--- config.mk ---
export PLATFORM = sky130hd
export DESIGN_NAME = core_state_controller_flat
export DESIGN_NICKNAME = d
export VERILOG_FILES = /design/src/rtl/core_state_controller_if.sv /design/src/rtl/core_state_controller.sv /design/src/flat_wrapper.sv
export SDC_FILE = /design/constraint.sdc
export NUM_CORES = 1
export LEC_CHECK = 0
export CAP_MARGIN = 20
export CORE_MARGIN = 1.5
export CORE_UTILIZATION = 50
export DETAILED_ROUTE_END_ITERATION = 12
export PLACE_DENSITY = 0.88
export REMOVE_ABC_BUFFERS = 1
export SETUP_SLACK_MARGIN = 0.5
export SLEW_MARGIN = 20
export SYNTH_ARGS = -nofsm -noshare
export SYNTH_HDL_FRONTEND = slang
export SYNTH_SLANG_ARGS = --single-unit
--- constraint.sdc ---
create_clock -name clk -period 4.1 [get_ports clk]
set_clock_uncertainty 0.2 [all_clocks]
set_input_delay 0.82 -clock clk [delete_from_list [all_inputs] [get_ports clk]]
set_output_delay 0.82 -clock clk [all_outputs]
set_load 0.01 [all_outputs]
--- src/rtl/core_state_controller_if.sv ---
// Core state controller bus: run/memory/execute handshakes in, phase
// indicators, status flags and the retired-instruction count out.
// master = environment that drives the core controls,
// slave  = the state controller itself.
interface core_state_controller_if #(
   parameter int COUNT_WIDTH = 32
);
   logic                   run;
   logic                   memReady;
   logic                   multiCycleOp;
   logic                   executeDone;
   logic                   haltRequest;
   logic                   memRequest;
   logic                   fetch_RequestState;
   logic                   fetch_ReceiveState;
   logic                   decodeState;
   logic                   setupState;
   logic                   executeState;
   logic                   writebackState;
   logic                   halted;
   logic                   fault;
   logic [COUNT_WIDTH-1:0] instrCount;

   modport master (
      output run, memReady, multiCycleOp, executeDone, haltRequest,
      input  memRequest, fetch_RequestState, fetch_ReceiveState, decodeState,
             setupState, executeState, writebackState, halted, fault, instrCount
   );

   modport slave (
      input  run, memReady, multiCycleOp, executeDone, haltRequest,
      output memRequest, fetch_RequestState, fetch_ReceiveState, decodeState,
             setupState, executeState, writebackState, halted, fault, instrCount
   );
endinterface

--- src/rtl/core_state_controller.sv ---
// Instruction sequencing FSM for the core:
//   IDLE -> FETCH_REQUEST -> FETCH_RECEIVE -> DECODE -> SETUP -> EXECUTE -> WRITEBACK
// with a fetch timeout into FAULT and a sticky halt that lets the in-flight
// instruction retire before entering HALTED. Every output is decoded from the
// state register only, so there is no input-to-output combinational path.
// Build option: define INSTR_COUNTER_EN to include the retired-instruction
// counter; when undefined the counter is absent and instrCount is tied to 0.
module core_state_controller #(
   parameter int FETCH_TIMEOUT = 16,   // 1..65535
   parameter int COUNT_WIDTH   = 32
) (
   input logic                    clk,
   input logic                    reset_n,
   core_state_controller_if.slave bus
);

   typedef enum logic [3:0] {
      IDLE,
      FETCH_REQUEST,
      FETCH_RECEIVE,
      DECODE,
      SETUP,
      EXECUTE,
      WRITEBACK,
      HALTED,
      FAULT
   } stateT;

   // The wait counter holds cycles already spent waiting; the last permitted
   // waiting cycle is the one where it equals FETCH_TIMEOUT-1.
   localparam logic [15:0] WAIT_LAST = 16'(FETCH_TIMEOUT - 1);

   stateT       state;
   stateT       nextState;
   logic [15:0] waitCnt;
   logic        multiFlag;
   logic        haltPending;
   logic        haltSeen;

   // A halt pulse arriving this cycle counts the same as one already pending.
   assign haltSeen = haltPending | bus.haltRequest;

   // State register.
   // NOTE: sequential state uses non-blocking assignments so every register
   // samples the pre-edge values, independent of block ordering.
   always_ff @(posedge clk or negedge reset_n) begin
      if (!reset_n) state <= IDLE;
      else          state <= nextState;
   end

   // Next-state rules.
   // NOTE: nextState gets a default before the case so no path leaves it
   // unassigned, which would otherwise infer a latch.
   always_comb begin
      nextState = state;
      case (state)
         IDLE: begin
            if (haltSeen)     nextState = HALTED;
            else if (bus.run) nextState = FETCH_REQUEST;
         end
         FETCH_REQUEST: begin
            // memReady wins over a timeout on the same cycle.
            if (bus.memReady)            nextState = FETCH_RECEIVE;
            else if (waitCnt == WAIT_LAST) nextState = FAULT;
         end
         FETCH_RECEIVE: nextState = DECODE;
         DECODE:        nextState = SETUP;
         SETUP:         nextState = EXECUTE;
         EXECUTE: begin
            if (!multiFlag || bus.executeDone) nextState = WRITEBACK;
         end
         WRITEBACK: begin
            if (haltSeen)     nextState = HALTED;
            else if (!bus.run) nextState = IDLE;
            else              nextState = FETCH_REQUEST;
         end
         HALTED:  nextState = HALTED;
         FAULT:   nextState = FAULT;
         default: nextState = IDLE;
      endcase
   end

   // Output decode from the registered state only.
   always_comb begin
      bus.memRequest         = 1'b0;
      bus.fetch_RequestState = 1'b0;
      bus.fetch_ReceiveState = 1'b0;
      bus.decodeState        = 1'b0;
      bus.setupState         = 1'b0;
      bus.executeState       = 1'b0;
      bus.writebackState     = 1'b0;
      bus.halted             = 1'b0;
      bus.fault              = 1'b0;
      case (state)
         FETCH_REQUEST: begin
            bus.memRequest         = 1'b1;
            bus.fetch_RequestState = 1'b1;
         end
         FETCH_RECEIVE: bus.fetch_ReceiveState = 1'b1;
         DECODE:        bus.decodeState        = 1'b1;
         SETUP:         bus.setupState         = 1'b1;
         EXECUTE:       bus.executeState       = 1'b1;
         WRITEBACK:     bus.writebackState     = 1'b1;
         HALTED:        bus.halted             = 1'b1;
         FAULT:         bus.fault              = 1'b1;
         default:       ;
      endcase
   end

   // Fetch wait counter: held at zero outside FETCH_REQUEST so every entry
   // starts a fresh count.
   always_ff @(posedge clk or negedge reset_n) begin
      if (!reset_n)                                      waitCnt <= '0;
      else if (state != FETCH_REQUEST)                   waitCnt <= '0;
      else if (!bus.memReady && waitCnt != WAIT_LAST)    waitCnt <= waitCnt + 16'd1;
   end

   // Multi-cycle flag captured in DECODE, held through EXECUTE.
   always_ff @(posedge clk or negedge reset_n) begin
      if (!reset_n)             multiFlag <= 1'b0;
      else if (state == DECODE) multiFlag <= bus.multiCycleOp;
   end

   // Sticky halt request, consumed when HALTED is entered.
   always_ff @(posedge clk or negedge reset_n) begin
      if (!reset_n)                 haltPending <= 1'b0;
      else if (nextState == HALTED) haltPending <= 1'b0;
      else if (bus.haltRequest)     haltPending <= 1'b1;
   end

`ifdef INSTR_COUNTER_EN
   logic [COUNT_WIDTH-1:0] instrCount;

   // Retired-instruction counter, wraps naturally at all-ones.
   always_ff @(posedge clk or negedge reset_n) begin
      if (!reset_n)                instrCount <= '0;
      else if (state == WRITEBACK) instrCount <= instrCount + COUNT_WIDTH'(1);
   end

   assign bus.instrCount = instrCount;
`else
   assign bus.instrCount = '0;
`endif

endmodule

--- src/flat_wrapper.sv ---
// flat-port wrapper written by rule: the top's interface ports become plain ports
module core_state_controller_flat 
#(
   parameter int FETCH_TIMEOUT = 16,              
   parameter int COUNT_WIDTH   = 32
)
  (clk, reset_n, bus_run, bus_memReady, bus_multiCycleOp, bus_executeDone, bus_haltRequest, bus_memRequest, bus_fetch_RequestState, bus_fetch_ReceiveState, bus_decodeState, bus_setupState, bus_executeState, bus_writebackState, bus_halted, bus_fault, bus_instrCount);
  core_state_controller_if #(.COUNT_WIDTH(COUNT_WIDTH)) bus_i ();
  input logic clk;
  input logic reset_n;
  input wire logic [$bits(bus_i.run)-1:0] bus_run;
  input wire logic [$bits(bus_i.memReady)-1:0] bus_memReady;
  input wire logic [$bits(bus_i.multiCycleOp)-1:0] bus_multiCycleOp;
  input wire logic [$bits(bus_i.executeDone)-1:0] bus_executeDone;
  input wire logic [$bits(bus_i.haltRequest)-1:0] bus_haltRequest;
  output wire logic [$bits(bus_i.memRequest)-1:0] bus_memRequest;
  output wire logic [$bits(bus_i.fetch_RequestState)-1:0] bus_fetch_RequestState;
  output wire logic [$bits(bus_i.fetch_ReceiveState)-1:0] bus_fetch_ReceiveState;
  output wire logic [$bits(bus_i.decodeState)-1:0] bus_decodeState;
  output wire logic [$bits(bus_i.setupState)-1:0] bus_setupState;
  output wire logic [$bits(bus_i.executeState)-1:0] bus_executeState;
  output wire logic [$bits(bus_i.writebackState)-1:0] bus_writebackState;
  output wire logic [$bits(bus_i.halted)-1:0] bus_halted;
  output wire logic [$bits(bus_i.fault)-1:0] bus_fault;
  output wire logic [$bits(bus_i.instrCount)-1:0] bus_instrCount;
  assign bus_i.run = bus_run;
  assign bus_i.memReady = bus_memReady;
  assign bus_i.multiCycleOp = bus_multiCycleOp;
  assign bus_i.executeDone = bus_executeDone;
  assign bus_i.haltRequest = bus_haltRequest;
  assign bus_memRequest = bus_i.memRequest;
  assign bus_fetch_RequestState = bus_i.fetch_RequestState;
  assign bus_fetch_ReceiveState = bus_i.fetch_ReceiveState;
  assign bus_decodeState = bus_i.decodeState;
  assign bus_setupState = bus_i.setupState;
  assign bus_executeState = bus_i.executeState;
  assign bus_writebackState = bus_i.writebackState;
  assign bus_halted = bus_i.halted;
  assign bus_fault = bus_i.fault;
  assign bus_instrCount = bus_i.instrCount;
  core_state_controller #(.FETCH_TIMEOUT(FETCH_TIMEOUT), .COUNT_WIDTH(COUNT_WIDTH)) u_core (.clk(clk), .reset_n(reset_n), .bus(bus_i));
endmodule
[Word level (Yosys, flattened, before mapping)]
Cells that the tools add are included.
Cells by class
  magnitude comparators: 0
  multiply operators: 0
  reductions and logical operators: 7
  $add $sub $neg: 1
  shift operators: 0
  multiplexer cells: 20
  bitwise logic cells: 1
  divide/modulo/power cells: 0
  eq/ne operators: 12
Operators with widths (number)
  case mux 4 bit (9 select lines): 1
  two-way mux 16 bit: 2
  two-way mux 4 bit: 6
  equality test 4 x 3 -> 1 bit, second input constant: 5
  adder 16 x 1 -> 16 bit, second input constant: 1
  equality test 16 x 4 -> 1 bit, second input constant: 1
  != test 16 x 4 -> 1 bit, second input constant: 1
  two-way mux 1 bit: 11
  equality test 4 x 2 -> 1 bit, second input constant: 2
  equality test 4 x 1 -> 1 bit, second input constant: 1
  equality test 4 bit, second input constant: 1
  logical NOT 4 bit: 1
  != test 4 x 1 -> 1 bit, second input constant: 1
  nonzero test 2 bit: 2
  logical NOT 1 bit: 2
  logical AND 1 bit: 1
  logical OR 1 bit: 1
  OR 1 bit: 1
Word-level totals
  logic and storage cells: 45
  output and inout port bits: 41
  input bits: 7
  memory bits (read-only): 0
  memories: 0
  RAM bits: 0
  latch bits: 0
  register bits after elaboration: 22

[Longest topological paths before layout]
  word-level depth: 6
  gate-level depth with buffers: 8
  gate-level depth less buffers: 5

[Worst setup path after synthesis]
OpenSTA, ideal clock, no wires.
  path kind: register -> output
  start point: reg u_core.state[3]
  end point: out bus_memRequest
  data required time: 3080 ps
  data arrival time: 1305 ps
  stages on the path, launching flop included: 6
  setup slack: 1775 ps
  buffers on the path: 3
  cell sequence: dfrtp_1 > buf_2 > or3_1 > buf_2 > inv_1 > buf_4
On the way
  word-level cells in the longest chain between the ends: 2
Ends and longest elaborated chain
  start, declared: RTL line core_state_controller.sv:33  | stateT state;
  start signal, assigned: RTL line core_state_controller.sv:48  | else state <= nextState;
  equality test 4 x 1 -> 1 bit
  two-way mux 1 bit
  end, declared: RTL line flat_wrapper.sv:16  | output wire logic [$bits(bus_i.memRequest)-1:0] bus_memRequest;
Every way passes these cells.

[Worst setup path in the final report]
  start point: reg u_core.state[1]
  end point: out bus_fetch_RequestState
On the way
  word-level cells in the longest chain between the ends: 2
Ends and longest elaborated chain
  equality test 4 x 1 -> 1 bit: RTL line core_state_controller.sv:94  | case (state)
  two-way mux 1 bit: RTL line core_state_controller.sv:94
  end, declared: RTL line flat_wrapper.sv:17  | output wire logic [$bits(bus_i.fetch_RequestState)-1:0] bus_fetch_RequestState;
Every way passes these cells.

==> results.md <==
- Initial DRC Count: 38
- Leak: 0.7009 nW
- Worst Hold Class: primary input to async pin
- Core area: 3028 µm²
- Fillers: 288
- Overall routing resource usage: 0.1723
- PwrDens: 386.8 nW/µm²
- Post-synth cell types: 40
- Vias in the first global route: 1051
- DR pass1 iterations: 4
- CTS resizes: 0
- Register-to-Register Path Depth: 5
- Synth warn: 0
- TritonCTS clock tree: yes
- Final hold violation count: 0
- DRC: 0
- Final setup margin: 0.6692 ns
- Root Buffer Master: clkbuf_4
- WL final: 2780 µm
- Chip height: 59.13 µm
- Hold Buf Count CTS: 0
- Via density: 5.342
- Fin Hold WS: 0.2497 ns
- PortBufs: 15
- Synth area leader: dfrtp_1
- Tmin final: 3.431 ns
- Chip width: 59.13 µm
- Setup TNS Final: 0 ns
- Crit path DAT: 2.41 ns
- Max FO, Critical Path: 18
- Worst slack at placement: 1.021 ns
- Fin util: 0.5360
- # diodes: 0
- Largest net degree at the start of global routing: 27
- Yosys reg bits: 22
- Setup violations, final: 0
- Multi-input gate area: 828.3 µm²
- P&R area growth vs syn: 3.018%
- Layout Nets: 202
- Mapped Cells: 186
- Synth top area cells: dfrtp_1 35%, buf_4 17%, a21oi_1 4.4%
- Congestion Overflow GR: 0
- Clk_lat worst skew: 0.31 ns
- Slew Limit Fails: 0
- TritonCTS Buffers: 3
- Worst vdd ir: 300.1 µV
- Antenna violations before repair: 0
- Via Count: 1266
- Die area: 3496 µm²
- Gp weighted congestion: 0.9586
- Slew Limit Headroom: 0.5315
- First-pass GRT wire length: 4629 µm
- Register area: 550.5 µm²
- Max cap viols: 0
- Clock sinks: 22
- Rows: 20
- Slew @ Worst Pin: 0.7027 ns
- Netlist Area Pre-Place: 1575 µm²
- H-tree levels: 1
- ANT nets after route: 0
- CTS Buffer Depth: 2
- Fmax achieved: 0.2915 GHz
- Final Power: 0.6277 mW
- Syn avg cell area: 8.469 µm²
- Share of layout cells above drive strength 1: 0.04145
- Num ports: 48
- Clock-pin slew on the worst setup and hold paths: 0.13 ns
- Postcts setup bufs: 0
- Top cell type's share of synthesized area: 0.3495
- Sequential share of the synthesized area: 0.3495
- Required @ worst endpoint: 3.08 ns
- Status: finished clean
- Initial Util: 0.5202
- RSZ-0062 raised after global routing: false
- Crit path kind: register to output pin
- Post-DP HPWL: 2061 µm
- CP Launch Type: register
- CP endpoint kind: output pin
- Drt wl/cell: 11.73 µm
- Tcrit/Tclk final: 0.8368
-- cells in the final DEF, fill, tap and decap left out, types with 3 or more instances in the layout --
cell and count:
a21oi_1 14, nand2b_1 6, or4_1 5, dfrtp_1 22, nand4_1 6, or3_1 10, clkbuf_4 3, nor2b_1 3
conb_1 32, o31ai_1 4, nand2_1 12, o21ai_0 10, nor2_1 14, nor3_1 5, and3_1 3, clkdlybuf4s50_1 14
-- flip-flops by register name, summed over array words and instances (netlist names) --
name / count
u_core.multiFlag: 1
u_core.haltPending: 1
u_core.state: 4
u_core.waitCnt: 16
-- worst max-delay path, cell delays in order (launching register included) --
cell             delay (ns)
dfrtp_1                0.50
nand2b_4               0.19
or3_1                  0.58
inv_1                  0.25
clkdlybuf4s50_1        0.58
-- metrics by stage --
stage          area (µm²)  cells
2_1_floorplan        1386    174
3_3_place_gp         1592    233
3_5_place_dp         1592    233
4_1_cts              1628    237
5_1_grt              1623    237
6_report             1623    237
-- logic make-up (layout without fill, tap and decap cells) --
kind of cell | count (synthesis) | in the layout | synth area share
simple gates | 75 | 75 | 0.2693
buf+inv | 45 | 21 | 0.1986
compound gates | 39 | 39 | 0.1541
flops | 22 | 22 | 0.3495
xor+xnor | 2 | 2 | 0.01112
fa+ha+maj | 1 | 1 | 0.007942
other cells | 1 | 32 | 0.002381
mux | 1 | 1 | 0.007148
-- synthesized netlist by cell type --
library cell / n
a2111oi_0: 1
a211o_1: 1
a21o_1: 1
a21oi_1: 14
a31oi_1: 1
and2_1: 1
and3_1: 3
and4_1: 2
and4b_1: 1
buf_1: 1
buf_2: 4
buf_4: 35
buf_6: 1
clkbuf_1: 2
conb_1: 1
dfrtp_1: 22
ha_1: 1
inv_1: 2
mux2_2: 1
nand2_1: 12
nand2b_1: 6
nand2b_4: 1
nand3_1: 2
nand4_1: 6
nor2_1: 14
nor2b_1: 3
nor3_1: 5
nor4_1: 2
nor4b_1: 1
nor4bb_1: 1
o211ai_1: 2
o21ai_0: 10
o21bai_1: 2
o22ai_1: 1
o31ai_1: 4
o32ai_1: 1
o41ai_2: 1
or3_1: 10
or4_1: 5
xor2_1: 2
-- final timing paths --
path	from	slack (ns)	to
min in group clk	u_core.multiFlag$_DFFE_PN0P_	0.35	u_core.multiFlag$_DFFE_PN0P_
max reg2reg	u_core.waitCnt[0]$_DFFE_PN0P_	1.59	u_core.state[0]$_DFF_PN0_
max	u_core.state[1]$_DFF_PN0_	0.67	bus_fetch_RequestState
min	reset_n	0.25	u_core.waitCnt[8]$_DFFE_PN0P_
min reg2reg	u_core.multiFlag$_DFFE_PN0P_	0.35	u_core.multiFlag$_DFFE_PN0P_
max in group asynchronous	reset_n	3.11	u_core.multiFlag$_DFFE_PN0P_
-- area by class of cell --
cell class | instances | share of cell area
multi-input cells | 150 | 0.5104
clock buffers | 4 | 0.02236
repair buffers | 15 | 0.08944
well taps | 44 | 0.03392
inverters | 2 | 0.004626
flip-flops and latches | 22 | 0.3392
-- power by group --
group,leakage [nW],switching (mW),internal [mW]
clock,0.0210,0.0675,0.0543
sequential,0.293,0.0408,0.240
combinational,0.387,0.115,0.110
-- routing by layer --
| metal | routed length [µm] | GRT usage | vias to the layer above |
|---|---|---|---|
| li1 | - | - | 618 |
| met1 | 1233 | 0.2317 | 609 |
| met2 | 1401 | 0.2841 | 35 |
| met3 | 117 | 0.03275 | 4 |
| met4 | 29 | 0.04870 | 0 |
| met5 | 0 | 0 | - |
Power figures use the tool's default switching activity.
